`src/rtl/gemm_tile_sched.sv`:
```
// Sequencer for the GEMM multiply-accumulate tile: walks C row-major, issues
// K back-to-back A/B reads per element, then writes the dot product to C.
module gemm_tile_sched #(
   parameter int DATA_WIDTH    = 64,
   parameter int MATRIX_WIDTH  = 4,
   parameter int MATRIX_HEIGHT = 4,
   parameter int MATRIX_ADJUST = 4,
   parameter int AW_A = (MATRIX_HEIGHT * MATRIX_ADJUST > 1) ? $clog2(MATRIX_HEIGHT * MATRIX_ADJUST) : 1,
   parameter int AW_B = (MATRIX_ADJUST * MATRIX_WIDTH > 1) ? $clog2(MATRIX_ADJUST * MATRIX_WIDTH) : 1,
   parameter int AW_C = (MATRIX_HEIGHT * MATRIX_WIDTH > 1) ? $clog2(MATRIX_HEIGHT * MATRIX_WIDTH) : 1
) (
   input  logic                  iclk,
   input  logic                  irst_n,
   input  logic                  istart,
   output logic                  obusy,
   output logic                  odone,
   output logic                  orden,
   output logic [AW_A-1:0]       oa_addr,
   output logic [AW_B-1:0]       ob_addr,
   output logic [DATA_WIDTH-1:0] ocurr_sum,
   input  logic [DATA_WIDTH-1:0] imac_sum,
   output logic                  oc_valid,
   output logic [AW_C-1:0]       oc_addr,
   output logic [DATA_WIDTH-1:0] oc_data,
   input  logic                  ic_ready
);

   localparam int IW = (MATRIX_HEIGHT > 1) ? $clog2(MATRIX_HEIGHT) : 1;
   localparam int JW = (MATRIX_WIDTH  > 1) ? $clog2(MATRIX_WIDTH)  : 1;
   localparam int KW = (MATRIX_ADJUST > 1) ? $clog2(MATRIX_ADJUST) : 1;
   localparam logic [IW-1:0] I_LAST = IW'(MATRIX_HEIGHT - 1);
   localparam logic [JW-1:0] J_LAST = JW'(MATRIX_WIDTH - 1);
   localparam logic [KW-1:0] K_LAST = KW'(MATRIX_ADJUST - 1);

   typedef enum logic [2:0] {IDLE, ISSUE, DRAIN1, DRAIN2, WRITE, DONE} state_t;

   state_t        state;
   state_t        state_next;
   logic [IW-1:0] i_cnt;
   logic [JW-1:0] j_cnt;
   logic [KW-1:0] k_cnt;
   logic          first;
   logic          last_i;
   logic          last_j;
   logic          last_k;

   assign last_i = (i_cnt == I_LAST);
   assign last_j = (j_cnt == J_LAST);
   assign last_k = (k_cnt == K_LAST);

   always_ff @(posedge iclk) begin
      if (!irst_n) begin
         state <= IDLE;
      end else begin
         state <= state_next;
      end
   end

   always_comb begin
      state_next = state;
      case (state)
         IDLE:    if (istart) state_next = ISSUE;
         ISSUE:   if (last_k) state_next = DRAIN1;
         DRAIN1:  state_next = DRAIN2;
         DRAIN2:  state_next = WRITE;
         WRITE:   if (ic_ready) state_next = (last_i && last_j) ? DONE : ISSUE;
         DONE:    state_next = IDLE;
         default: state_next = IDLE;
      endcase
   end

   // Element counters and the C write holding registers. `first` marks the
   // cycle in which product k=0 sits on the tile inputs, so the MAC starts from 0.
   always_ff @(posedge iclk) begin
      if (!irst_n) begin
         i_cnt   <= '0;
         j_cnt   <= '0;
         k_cnt   <= '0;
         first   <= 1'b0;
         oc_addr <= '0;
         oc_data <= '0;
      end else begin
         first <= (state == ISSUE) && (k_cnt == '0);
         case (state)
            IDLE: begin
               if (istart) begin
                  i_cnt <= '0;
                  j_cnt <= '0;
                  k_cnt <= '0;
               end
            end
            ISSUE: begin
               if (!last_k) k_cnt <= k_cnt + 1'b1;
            end
            DRAIN2: begin
               oc_data <= imac_sum;
               oc_addr <= AW_C'(int'(i_cnt) * MATRIX_WIDTH + int'(j_cnt));
            end
            WRITE: begin
               if (ic_ready) begin
                  k_cnt <= '0;
                  if (!last_j) begin
                     j_cnt <= j_cnt + 1'b1;
                  end else begin
                     j_cnt <= '0;
                     if (!last_i) i_cnt <= i_cnt + 1'b1;
                  end
               end
            end
            default: ;
         endcase
      end
   end

   // Running sum is forced to zero in IDLE as well, so a stale MAC value never leaks out.
   always_comb begin
      orden     = 1'b0;
      oa_addr   = '0;
      ob_addr   = '0;
      oc_valid  = 1'b0;
      odone     = 1'b0;
      obusy     = (state != IDLE) && (state != DONE);
      ocurr_sum = (first || state == IDLE) ? '0 : imac_sum;
      case (state)
         ISSUE: begin
            orden   = 1'b1;
            oa_addr = AW_A'(int'(i_cnt) * MATRIX_ADJUST + int'(k_cnt));
            ob_addr = AW_B'(int'(k_cnt) * MATRIX_WIDTH + int'(j_cnt));
         end
         WRITE:   oc_valid = 1'b1;
         DONE:    odone = 1'b1;
         default: ;
      endcase
   end

endmodule

```
`config.mk`:
```
export PLATFORM = sky130hd
export DESIGN_NAME = gemm_tile_sched
export DESIGN_NICKNAME = d
export VERILOG_FILES = /design/src/rtl/gemm_tile_sched.sv
export SDC_FILE = /design/constraint.sdc
export NUM_CORES = 1
export LEC_CHECK = 0
export BUFFER_PORTS_ARGS = -buffer_cell sky130_fd_sc_hd__buf_4
export CAP_MARGIN = 20
export CORE_ASPECT_RATIO = 0.75
export CORE_MARGIN = 2
export CORE_UTILIZATION = 25
export CTS_CLUSTER_DIAMETER = 150
export DETAILED_ROUTE_END_ITERATION = 6
export GPL_ROUTABILITY_DRIVEN = 0
export PLACE_DENSITY = 0.48
export SLEW_MARGIN = 20
export SYNTH_ARGS = -nofsm -noshare
export SYNTH_HDL_FRONTEND = slang
export SYNTH_SLANG_ARGS = --single-unit
```
`constraint.sdc`:
```
create_clock -name iclk -period 2.3 [get_ports iclk]
set_input_delay 0.345 -clock iclk [delete_from_list [all_inputs] [get_ports iclk]]
set_output_delay 0.345 -clock iclk [all_outputs]
set_load 0.05 [all_outputs]
```
---- Word level (Yosys, flattened, before mapping) ----
Index checks and enable logic that the tools add are counted.
word-level totals
  output and inout bits ................... 144
  bits in latches ......................... 0
  bits of input ports ..................... 68
  memories kept ........................... 0
  ROM bits ................................ 0
  logic and storage cells ................. 63
  bits in writable memories ............... 0
  register bits ........................... 78
cells by class
  equal/unequal tests ..................... 15
  shifts and indexed selects .............. 0
  divide/modulo/power cells ............... 0
  order comparisons ....................... 0
  $add $sub $neg .......................... 6
  bitwise operators ....................... 0
  $mul .................................... 0
  mux-type cells .......................... 22
  reduce and logical (&&, ||, !) cells .... 13
operators by type and width
  cell                                                              number
  64-bit two-way mux                                                1
  2-bit two-way mux                                                 8
  3-bit case mux with 5 select lines                                1
  4-bit by 2-bit adder with 4-bit output                            3
  3-bit two-way mux                                                 4
  2-bit inequality test (second input constant)                     6
  4-bit two-way mux                                                 2
  2-bit case mux with 2 select lines                                2
  2-bit by 1-bit adder with 2-bit output (second input constant)    3
  2-bit == test (second input constant)                             3
  3-bit by 2-bit == test with 1-bit output (second input constant)  2
  3-bit == test (second input constant)                             2
  2-bit case mux with 3 select lines                                1
  3-bit AND reduction                                               2
  3-bit nonzero test                                                2
  5-bit AND reduction                                               1
  4-bit AND reduction                                               1
  3-bit by 1-bit == test with 1-bit output (second input constant)  1
  1-bit logical AND                                                 3
  3-bit logical NOT                                                 1
  1-bit two-way mux                                                 3
  3-bit inequality test (second input constant)                     1
  2-bit logical NOT                                                 1
  2-bit nonzero test                                                1
  1-bit logical OR                                                  1

---- Longest topological paths before layout ----
Gate-level depths: netlist of run 1.
  depth after elaboration ................. 5
  depth in mapped cells ................... 7
  mapped depth without buffers ............ 4

---- Least setup slack after synthesis of run 1 ----
OpenSTA, ideal clock, no wires.
  path kind ............................... register -> output
  from .................................... register state[1]
  to ...................................... output port ob_addr[2]
  setup slack ............................. -185 ps
  required time ........................... 1,955 ps
  arrival ................................. 2,140 ps
  buffers on the path ..................... 2
  stages on the path, launching flop included .. 5
  path through ............................ dfxtp_1 -> buf_4 -> nor3b_2 -> and2_1 -> buf_4
between the ends
  longest elaborated chain between the ends .. 2
ends and longest elaborated chain
  what                                      RTL line  text
  start: declaration                        37        state_t state;
  start signal: assignment                  55        state <= state_next;
  3-bit by 1-bit == test with 1-bit output  124       case (state)
  4-bit two-way mux                         124
  end: declaration                          19        output logic [AW_B-1:0] ob_addr,
No other way between the ends.

---- Worst setup path in the final report of run 1 ----
  from .................................... register state[0]
  to ...................................... output port ocurr_sum[31]
between the ends
  longest elaborated chain between the ends .. 3
ends and longest elaborated chain
  what                RTL line  text
  3-bit logical NOT   123       ocurr_sum = (first || state == IDLE) ? '0 : imac_sum;
  1-bit logical OR    123
  64-bit two-way mux  123
  end: declaration    20        output logic [DATA_WIDTH-1:0] ocurr_sum,
No other way between the ends.

==> results.cfg, run 1 <==
[run_status]
status = finished, final reports clean

[power]
power.switching_mw = 0.9918
power_density_nw_per_um2 = 626.2
ir_drop_uv = 307.1
pwr-share-clk_pct = 40.7
seqPwrFrac_pct = 39.9
netSwitchingFraction_pct = 29.04
p_int_mw = 2.424
p_leak_nw = 2.388
comb_power_share_pct = 19.4

[clocking]
clk_path_buf_depth = 2
hold_buffers = 0
cts.clk_slew.worst_paths_ns = 0.06
h-tree-depth = 3
cts_tree = done
cts_made_buffers = 9
post_cts_buffers = 0
clock_sinks = 78
clk_latency_ns = 0.33
post_cts_resized = 2
ctsRootBufferMaster = clkbuf_16

[timing]
rsz0062_at_grt = false
fin_tns_setup_ns = 0
slew_headroom_pct = 53.31
period_share_pct = 91.43
hold_violations = 0
fmax_ghz = 0.4756
finalSetupViolations = 0
tightest_slew_ns = 0.6987
maxSlewViolCount = 0
fin_skew_ns = 0.007084
fin_crit_ns = 2.103

[setup_path]
r2r-start = state[0]$_SDFFE_PN0P_
arrival_ns = 1.76
start_kind = flip-flop
r2r_end = oc_data[5]$_SDFFE_PN0N_
reg2reg_slack_ns = 0.65
crit_path_end_kind = output pin
r2r_cells = 5
path_max_fanout = 32
crit_type = reg2out
cp.required_ns = 1.96

[drt]
drtIter0Drc = 118
vias_per_cell = 4.420
drt-total-wl_um = 11370
drt_first_pass_iters = 4
avgRoutedWirePerCell_um = 13.92
drc = 0
vias = 3611
ant_nets = 0

[floorplan]
rows = 37
coreArea_um2 = 13560
start_util_pct = 25.30
die_h_um = 105.5
io_pins = 212
die-area_um2 = 14690
fp.dieW_um = 139.3

[yosys]
synth.ff_latch_count = 78
synth_top_area_share_pct = 45.50
synth_warnings = 0
synthFlopType = dfxtp_1
async_flop_share_pct = 0
synth_area_leaders = dfxtp_1 (45%), nand2_1 (15%), and2_1 (13%), a21oi_1 (11%), buf_4 (1.5%)
yosysUniqueCellTypes = 38
synth_edf_count = 0
syn_inst = 441
yosysSeqAreaShare_pct = 45.50
avgSynthCellArea_um2 = 7.782
syn_nets = 513
synth.cell_area_um2 = 3432
synth_area_leader_cell = dfxtp_1

[cells_and_area]
layout.cells.non_filler = 817
nNetsFinal = 709
area_growth_syn_to_layout_pct = 58.95
layout-drive-gt1-share_pct = 38.47
diodes = 0

[job]
maxCapViolCount = 0

[worst_hold_path]
worstHoldStart = imac_sum[39]
min_to = oc_data[39]$_SDFFE_PN0N_
hold_class = in2reg
holdPathStages = 3

[global_route]
grt_pass1_vias = 3473
grt_max_degree = 54
grt_pass1_wl_um = 17930
antenna_found_initial = 0
grt_overflow = 0
globalRouteTotalUtil_pct = 15.35

[placed_design]
port_buffers = 211
dpl.cell_count = 800
dp_hpwl_um = 7879
-- worst max-delay path, cell delays in order (launching register included) --
cell     delay, ns
dfxtp_1       0.35
nor3_2        0.09
nor2_4        0.54
and2_1        0.23
buf_4         0.20
-- logic make-up after synthesis --
family	count (synthesis)	share of synthesized area, %
adders and majority gates	4	1.458
buffers and inverters	39	5.833
DFF	78	45.50
xor gates and xnor gates	1	0.2552
muxes	2	0.6197
and+or+nand+nor	233	32.48
AOI/OAI and AO/OA	84	13.85
-- routing by layer --
layer | GRT usage, % | up-vias | share of wire (%)
li1 | - | 1808 | -
met1 | 19.01 | 1639 | 44
met2 | 24.82 | 154 | 45
met3 | 6.224 | 10 | 10
met4 | 4.113 | 0 | 1.1
met5 | 0 | - | 0
-- worst max-delay path by stage --
stage                     to  depth (start not counted)                  start  slack (ns)
3_5_place_dp   ocurr_sum[31]                          4  state[0]$_SDFFE_PN0P_        0.30
3_3_place_gp   ocurr_sum[36]                          4  state[1]$_SDFFE_PN0P_        0.32
4_1_cts        ocurr_sum[62]                          4  state[0]$_SDFFE_PN0P_        0.15
5_1_grt        ocurr_sum[45]                          4  state[0]$_SDFFE_PN0P_        0.04
2_1_floorplan     ob_addr[2]                          4  state[1]$_SDFFE_PN0P_        0.05
6_report       ocurr_sum[31]                          4  state[0]$_SDFFE_PN0P_        0.20
-- through the flow --
| step | utilization (%) | area (um^2) | hold slack (ns) | power [mW] | worst slack, ns |
|---|---|---|---|---|---|
| finish | 40.22 | 5455 | 0.2647 | 3.416 | 0.1972 |
| global route | 40.22 | 5455 | 0.2557 | 3.566 | 0.04303 |
| global placement | 37.95 | 5147 | 0.4438 | 2.050 | 0.3201 |
| detailed placement | 37.95 | 5147 | 0.4494 | 2.049 | 0.2983 |
| floorplan | - | 3438 | 0.4537 | 1.796 | 0.04928 |
| CTS | 40.22 | 5455 | 0.2471 | 3.487 | 0.1534 |
-- Yosys cell counts (2+ instances only) --
cell type,number
nand2_1,141
dfxtp_1,78
a21oi_1,73
and2_1,70
clkbuf_1,12
buf_2,10
buf_4,7
buf_1,4
ha_1,4
inv_1,4
nor2_1,3
nor3_1,3
and3_1,2
buf_6,2
nand3_1,2
nand3b_1,2
o21ai_0,2
o31ai_1,2
-- cell type report --
| class | count | area (um^2) |
|---|---|---|
| clock buffer | 10 | 229.0 |
| tap | 175 | 219.0 |
| multi-input combinational | 325 | 1699 |
| sequential | 78 | 1562 |
| inverter | 4 | 15.01 |
| clock inverter | 6 | 62.56 |
| fill | 1424 | 8109 |
| timing repair buffer | 219 | 1669 |
-- power groups by stage --
stage               combinational, mW  sequential (mW)  clock, mW
global route                    0.702             1.36       1.50
detailed placement              0.656             1.39          0
finish                          0.662             1.36       1.39
global placement                0.658             1.39          0
floorplan                       0.403             1.39          0
CTS                             0.670             1.36       1.45
-- flip-flops by register name, indices dropped and copies added, names as in the netlist --
register	count
state	3
i_cnt	2
j_cnt	2
oc_addr	4
first	1
oc_data	64
k_cnt	2
-- layout by cell type, fill, tap and decap left out, drive strengths merged, types with 2 or more instances in the layout --
cell type | synthesis | final
a21oi | 73 | 73
and2 | 70 | 70
and3 | 2 | 2
buf | 23 | 219
clkbuf | 12 | 10
clkinv | 0 | 2
clkinvlp | 0 | 3
dfxtp | 78 | 78
ha | 4 | 4
inv | 4 | 4
nand2 | 141 | 141
nand3 | 2 | 2
nand3b | 2 | 2
nor2 | 4 | 5
nor3 | 3 | 3
nor3b | 2 | 2
o21ai | 3 | 3
o31ai | 2 | 2
(Power assumes the default switching activity.)
==> inputs of run 2 (changes only) <==
Settings changed: CORE_ASPECT_RATIO 0.75 to not set, REMOVE_ABC_BUFFERS set to 1.
==> results.cfg, run 2 (synthesized netlist as in run 1, its figures left out) <==
[timing]
fin_tns_setup_ns = 0
rsz0062_at_grt = false
slew_headroom_pct = 54.04
fmax_ghz = 0.4675
fin_skew_ns = 0.005080
fin_crit_ns = 2.139
fin_ws_ns = 0.1609
finalSetupViolations = 0
maxSlewViolCount = 0
tightest_slew_ns = 0.6877
hold_violations = 0
period_share_pct = 93.01
whs_ns = 0.2653

[setup_path]
r2r-start = state[2]$_SDFFE_PN0P_
reg2reg_slack_ns = 0.67
cp-endpoint = ocurr_sum[39]
path_max_fanout = 32
arrival_ns = 1.79
r2r_end = k_cnt[1]$_SDFFE_PN0P_
crit_type = reg2out
start_kind = flip-flop
cp.required_ns = 1.96
crit_path_end_kind = output pin
cp-startpoint = state[1]$_SDFFE_PN0P_
r2r_cells = 4

[clocking]
clk_path_buf_depth = 2
ctsRootBufferMaster = clkbuf_16
clk_latency_ns = 0.33
cts_tree = done
cts_made_buffers = 9
cts.clk_slew.worst_paths_ns = 0.06
hold_buffers = 0
h-tree-depth = 3
post_cts_buffers = 0
post_cts_resized = 2
clock_sinks = 78

[cells_and_area]
layout-drive-gt1-share_pct = 38.41
layout_common_cells = buf_4 (220), nand2_1 (141), dfxtp_1 (78)
reg_top3 = oc_data: 64 flops, oc_addr: 4 flops, state: 3 flops
area_growth_syn_to_layout_pct = 59.02
layout_commonest_cell = buf_4
layout.cells.non_filler = 819
largest_reg_flops = 64
postLayoutCellArea_um2 = 5458
nNetsFinal = 710
diodes = 0
final_core_util_pct = 40.89
regMostFlops = oc_data

[global_route]
grt_overflow = 0
antenna_found_initial = 0
grt_pass1_vias = 3280
globalRouteTotalUtil_pct = 14.56
grt_pass1_wl_um = 16820
grt_max_degree = 38

[floorplan]
start_util_pct = 25.71
rows = 42
fp.dieW_um = 121.2
die_h_um = 121.2
coreArea_um2 = 13350
io_pins = 212
die-area_um2 = 14680

[power]
power.switching_mw = 0.9633
power_density_nw_per_um2 = 645.8
netSwitchingFraction_pct = 27.33
comb_power_share_pct = 18.6
ir_drop_uv = 244.3
p_int_mw = 2.561
p_leak_nw = 2.407
pwr-share-clk_pct = 42.7
power.total_mw = 3.524
seqPwrFrac_pct = 38.7

[placed_design]
dp_hpwl_um = 7606
dp_slack_ns = 0.2593
dpl_cell_area_um2 = 5125
port_buffers = 211
dpl.cell_count = 802

[run_status]
status = finished, final reports clean

[drt]
vias_per_cell = 4.326
drt-total-wl_um = 10940
vias = 3543
drc = 0
drtIter0Drc = 113
avgRoutedWirePerCell_um = 13.35
ant_nets = 0
drt_first_pass_iters = 4

[job]
maxCapViolCount = 0

[worst_hold_path]
hold_class = in2reg
run 2: layout make-up:
type	instances	area, um^2
Fill cell	1402	7890
Sequential cell	78	1562
Clock buffer	12	246.5
Tap cell	176	220.2
Clock inverter	4	70.07
Multi-Input combinational cell	325	1693
Timing Repair Buffer	220	1652
Inverter	4	15.01
run 2: worst max-delay path, cell delays in order (launching register included):
cell and delay, ns:
dfxtp_1 0.32, nor3_2 0.45, nor2_4 0.26, and2_1 0.24, buf_4 0.18
run 2: how the worst min path moves through the flow:
stage                                  start                  endpoint  slack, ns  cells past startpoint
finish                          imac_sum[27]  oc_data[27]$_SDFFE_PN0N_       0.27                      3
global route                    imac_sum[11]  oc_data[11]$_SDFFE_PN0N_       0.25                      3
CTS                             imac_sum[27]  oc_data[27]$_SDFFE_PN0N_       0.25                      3
detailed placement  oc_data[10]$_SDFFE_PN0N_  oc_data[10]$_SDFFE_PN0N_       0.45                      2
global placement     oc_data[5]$_SDFFE_PN0N_   oc_data[5]$_SDFFE_PN0N_       0.44                      2
floorplan              i_cnt[1]$_SDFFE_PN0P_     i_cnt[1]$_SDFFE_PN0P_       0.45                      2
run 2: per-layer routing:
metal / routed length [um] / vias to the layer above / track usage, %
met5: 0 / - / 0
met1: 4847 / 1593 / 18.42
met3: 832 / 11 / 3.759
met4: 146 / 0 / 5.675
li1: - / 1808 / -
met2: 5110 / 131 / 23.70
run 2: power groups by stage:
stage | registers [mW] | logic [mW] | clock network, mW
after floorplan | 1.40 | 0.382 | 0
after global routing | 1.36 | 0.692 | 1.63
after global placement | 1.39 | 0.648 | 0
after detailed placement | 1.39 | 0.649 | 0
after CTS | 1.36 | 0.663 | 1.56
final | 1.36 | 0.656 | 1.50
==> inputs of run 3 (changes only) <==
Settings changed: GPL_TIMING_DRIVEN set to 0.
==> results.cfg, run 3 (synthesized netlist as in run 1, its figures left out) <==
[placed_design]
dpl_cell_area_um2 = 5182
port_buffers = 211
dpl.cell_count = 800
dp_hpwl_um = 7787

[cells_and_area]
postLayoutCellArea_um2 = 5518
final_core_util_pct = 41.34
layout.cells.non_filler = 817
largest_reg_flops = 64
regMostFlops = oc_data
layout_commonest_cell = buf_4
area_growth_syn_to_layout_pct = 60.77
nNetsFinal = 709
diodes = 0
layout_common_cells = buf_4 (211), nand2_1 (141), dfxtp_1 (75)
layout-drive-gt1-share_pct = 39.00
reg_top3 = oc_data: 64 flops, oc_addr: 4 flops, state: 3 flops

[worst_hold_path]
holdPathStages = 3
min_to = oc_data[8]$_SDFFE_PN0N_
hold_class = in2reg
worstHoldStart = imac_sum[8]

[clocking]
clock_sinks = 78
cts_tree = done
cts.clk_slew.worst_paths_ns = 0.06
h-tree-depth = 3
cts_made_buffers = 9
clk_path_buf_depth = 2
clk_latency_ns = 0.33
ctsRootBufferMaster = clkbuf_16

[timing]
maxSlewViolCount = 0
rsz0062_at_grt = false
fin_skew_ns = 0.007041
fin_crit_ns = 2.138
tightest_slew_ns = 0.4834
whs_ns = 0.2554
hold_violations = 0
finalSetupViolations = 0
slew_headroom_pct = 66.85
period_share_pct = 92.96
fmax_ghz = 0.4677

[drt]
vias_per_cell = 4.324
dr_wl_met3_um = 860
ant_nets = 0
dr_wl_met2_um = 5068
drtIter0Drc = 114
top_layer_used = met4
wl_met1_um = 4692
drt-total-wl_um = 10780
drt_first_pass_iters = 4
vias = 3533
avgRoutedWirePerCell_um = 13.20
drc = 0

[floorplan]
die-area_um2 = 14680
die_h_um = 121.2
io_pins = 212
coreArea_um2 = 13350
rows = 42
fp.dieW_um = 121.2
start_util_pct = 25.71

[setup_path]
r2r_cells = 5
r2r_end = oc_data[35]$_SDFFE_PN0N_
crit_type = reg2out
cp_top_family = simple AND/OR/NAND/NOR gates
cp.required_ns = 1.96
crit_path_end_kind = output pin
cpPeakStageDelay_ns = 0.42
start_kind = flip-flop
arrival_ns = 1.79
r2r-start = state[0]$_SDFFE_PN0P_
reg2reg_slack_ns = 0.64
crit_buf_inv = 2
worst-path-stages = 5
path_max_fanout = 35
slowest_stage = dfxtp_2
path_cells = nor3_4 -> nor2_4 -> buf_16 -> and2_1 -> buf_4

[global_route]
grt_max_degree = 43
grt_overflow = 0
globalRouteTotalUtil_pct = 14.15
grt_pass1_vias = 3152
antenna_found_initial = 0
grt_pass1_wl_um = 16400

[run_status]
status = finished, final reports clean

[power]
power.total_mw = 3.436
power_density_nw_per_um2 = 622.7
ir_drop_uv = 249.8
p_leak_nw = 2.421

[job]
maxCapViolCount = 0
run 3: cell count changes in the layout (fill, tap and decap cells not counted), moves of 2 or more:
cell	delta
buf_4	-9
buf_12	+3
dfxtp_1	-3
dfxtp_2	+3
buf_6	+2
buf_8	+2
clkbuf_1	-2
clkinv_2	+2
run 3: where the power goes:
group | total, mW | switching (mW) | leakage [nW] | internal, mW
logic | 0.664 | 0.420 | 1.64 | 0.244
registers | 1.37 | 0.0150 | 0.630 | 1.36
clock network | 1.40 | 0.544 | 0.148 | 0.856
total | 3.44 | 0.979 | 2.42 | 2.46
run 3: worst max-delay path by stage:
stage                     startpoint                 endpoint
3_3_place_gp   state[0]$_SDFFE_PN0P_  oc_data[3]$_SDFFE_PN0N_
6_report       state[1]$_SDFFE_PN0P_            ocurr_sum[29]
3_5_place_dp   state[0]$_SDFFE_PN0P_            ocurr_sum[51]
4_1_cts        state[2]$_SDFFE_PN0P_            ocurr_sum[44]
5_1_grt        state[0]$_SDFFE_PN0P_               ob_addr[3]
2_1_floorplan  state[0]$_SDFFE_PN0P_               oa_addr[0]
run 3: routing by layer:
layer / up-vias / GRT usage, %
li1: 1805 / -
met1: 1584 / 17.62
met2: 132 / 23.21
met3: 12 / 3.900
met4: 0 / 5.460
met5: - / 0
run 3: area by class of cell:
cell class,instances,area [um^2]
multi-input combinational,325,1702
tap,176,220.2
clock buffer,10,239.0
clock inverter,5,50.05
timing repair buffer,219,1724
sequential,78,1565
inverter,4,17.52
fill,1387,7830
run 3: worst reg2reg max path, cell delays in order (launching register included):
cell	delay, ns
dfxtp_2	0.55
nand3b_1	0.39
buf_6	0.29
buf_8	0.17
nand2_1	0.07
a21oi_1	0.06
run 3: timing repair:
| item | 4_1_cts | 5_1_grt |
|---|---|---|
| pin swaps | 1 | 0 |
| hold endpoints to repair | 0 | 0 |
| hold buffers | 0 | 0 |
| gates cloned | 1 | 0 |
| setup endpoints to repair | 70 | 15 |
| gates resized for setup | 4 | 2 |
| setup buffers | 1 | 0 |
run 3: per-stage QoR:
step                      setup WS [ns]  TNS [ns]
after global routing            0.02750         0
after detailed placement       -0.03441  -0.05958
after CTS                       0.03514         0
after global placement           -1.316   -131.20
final                            0.1620         0
after floorplan                 -0.3597    -11.92
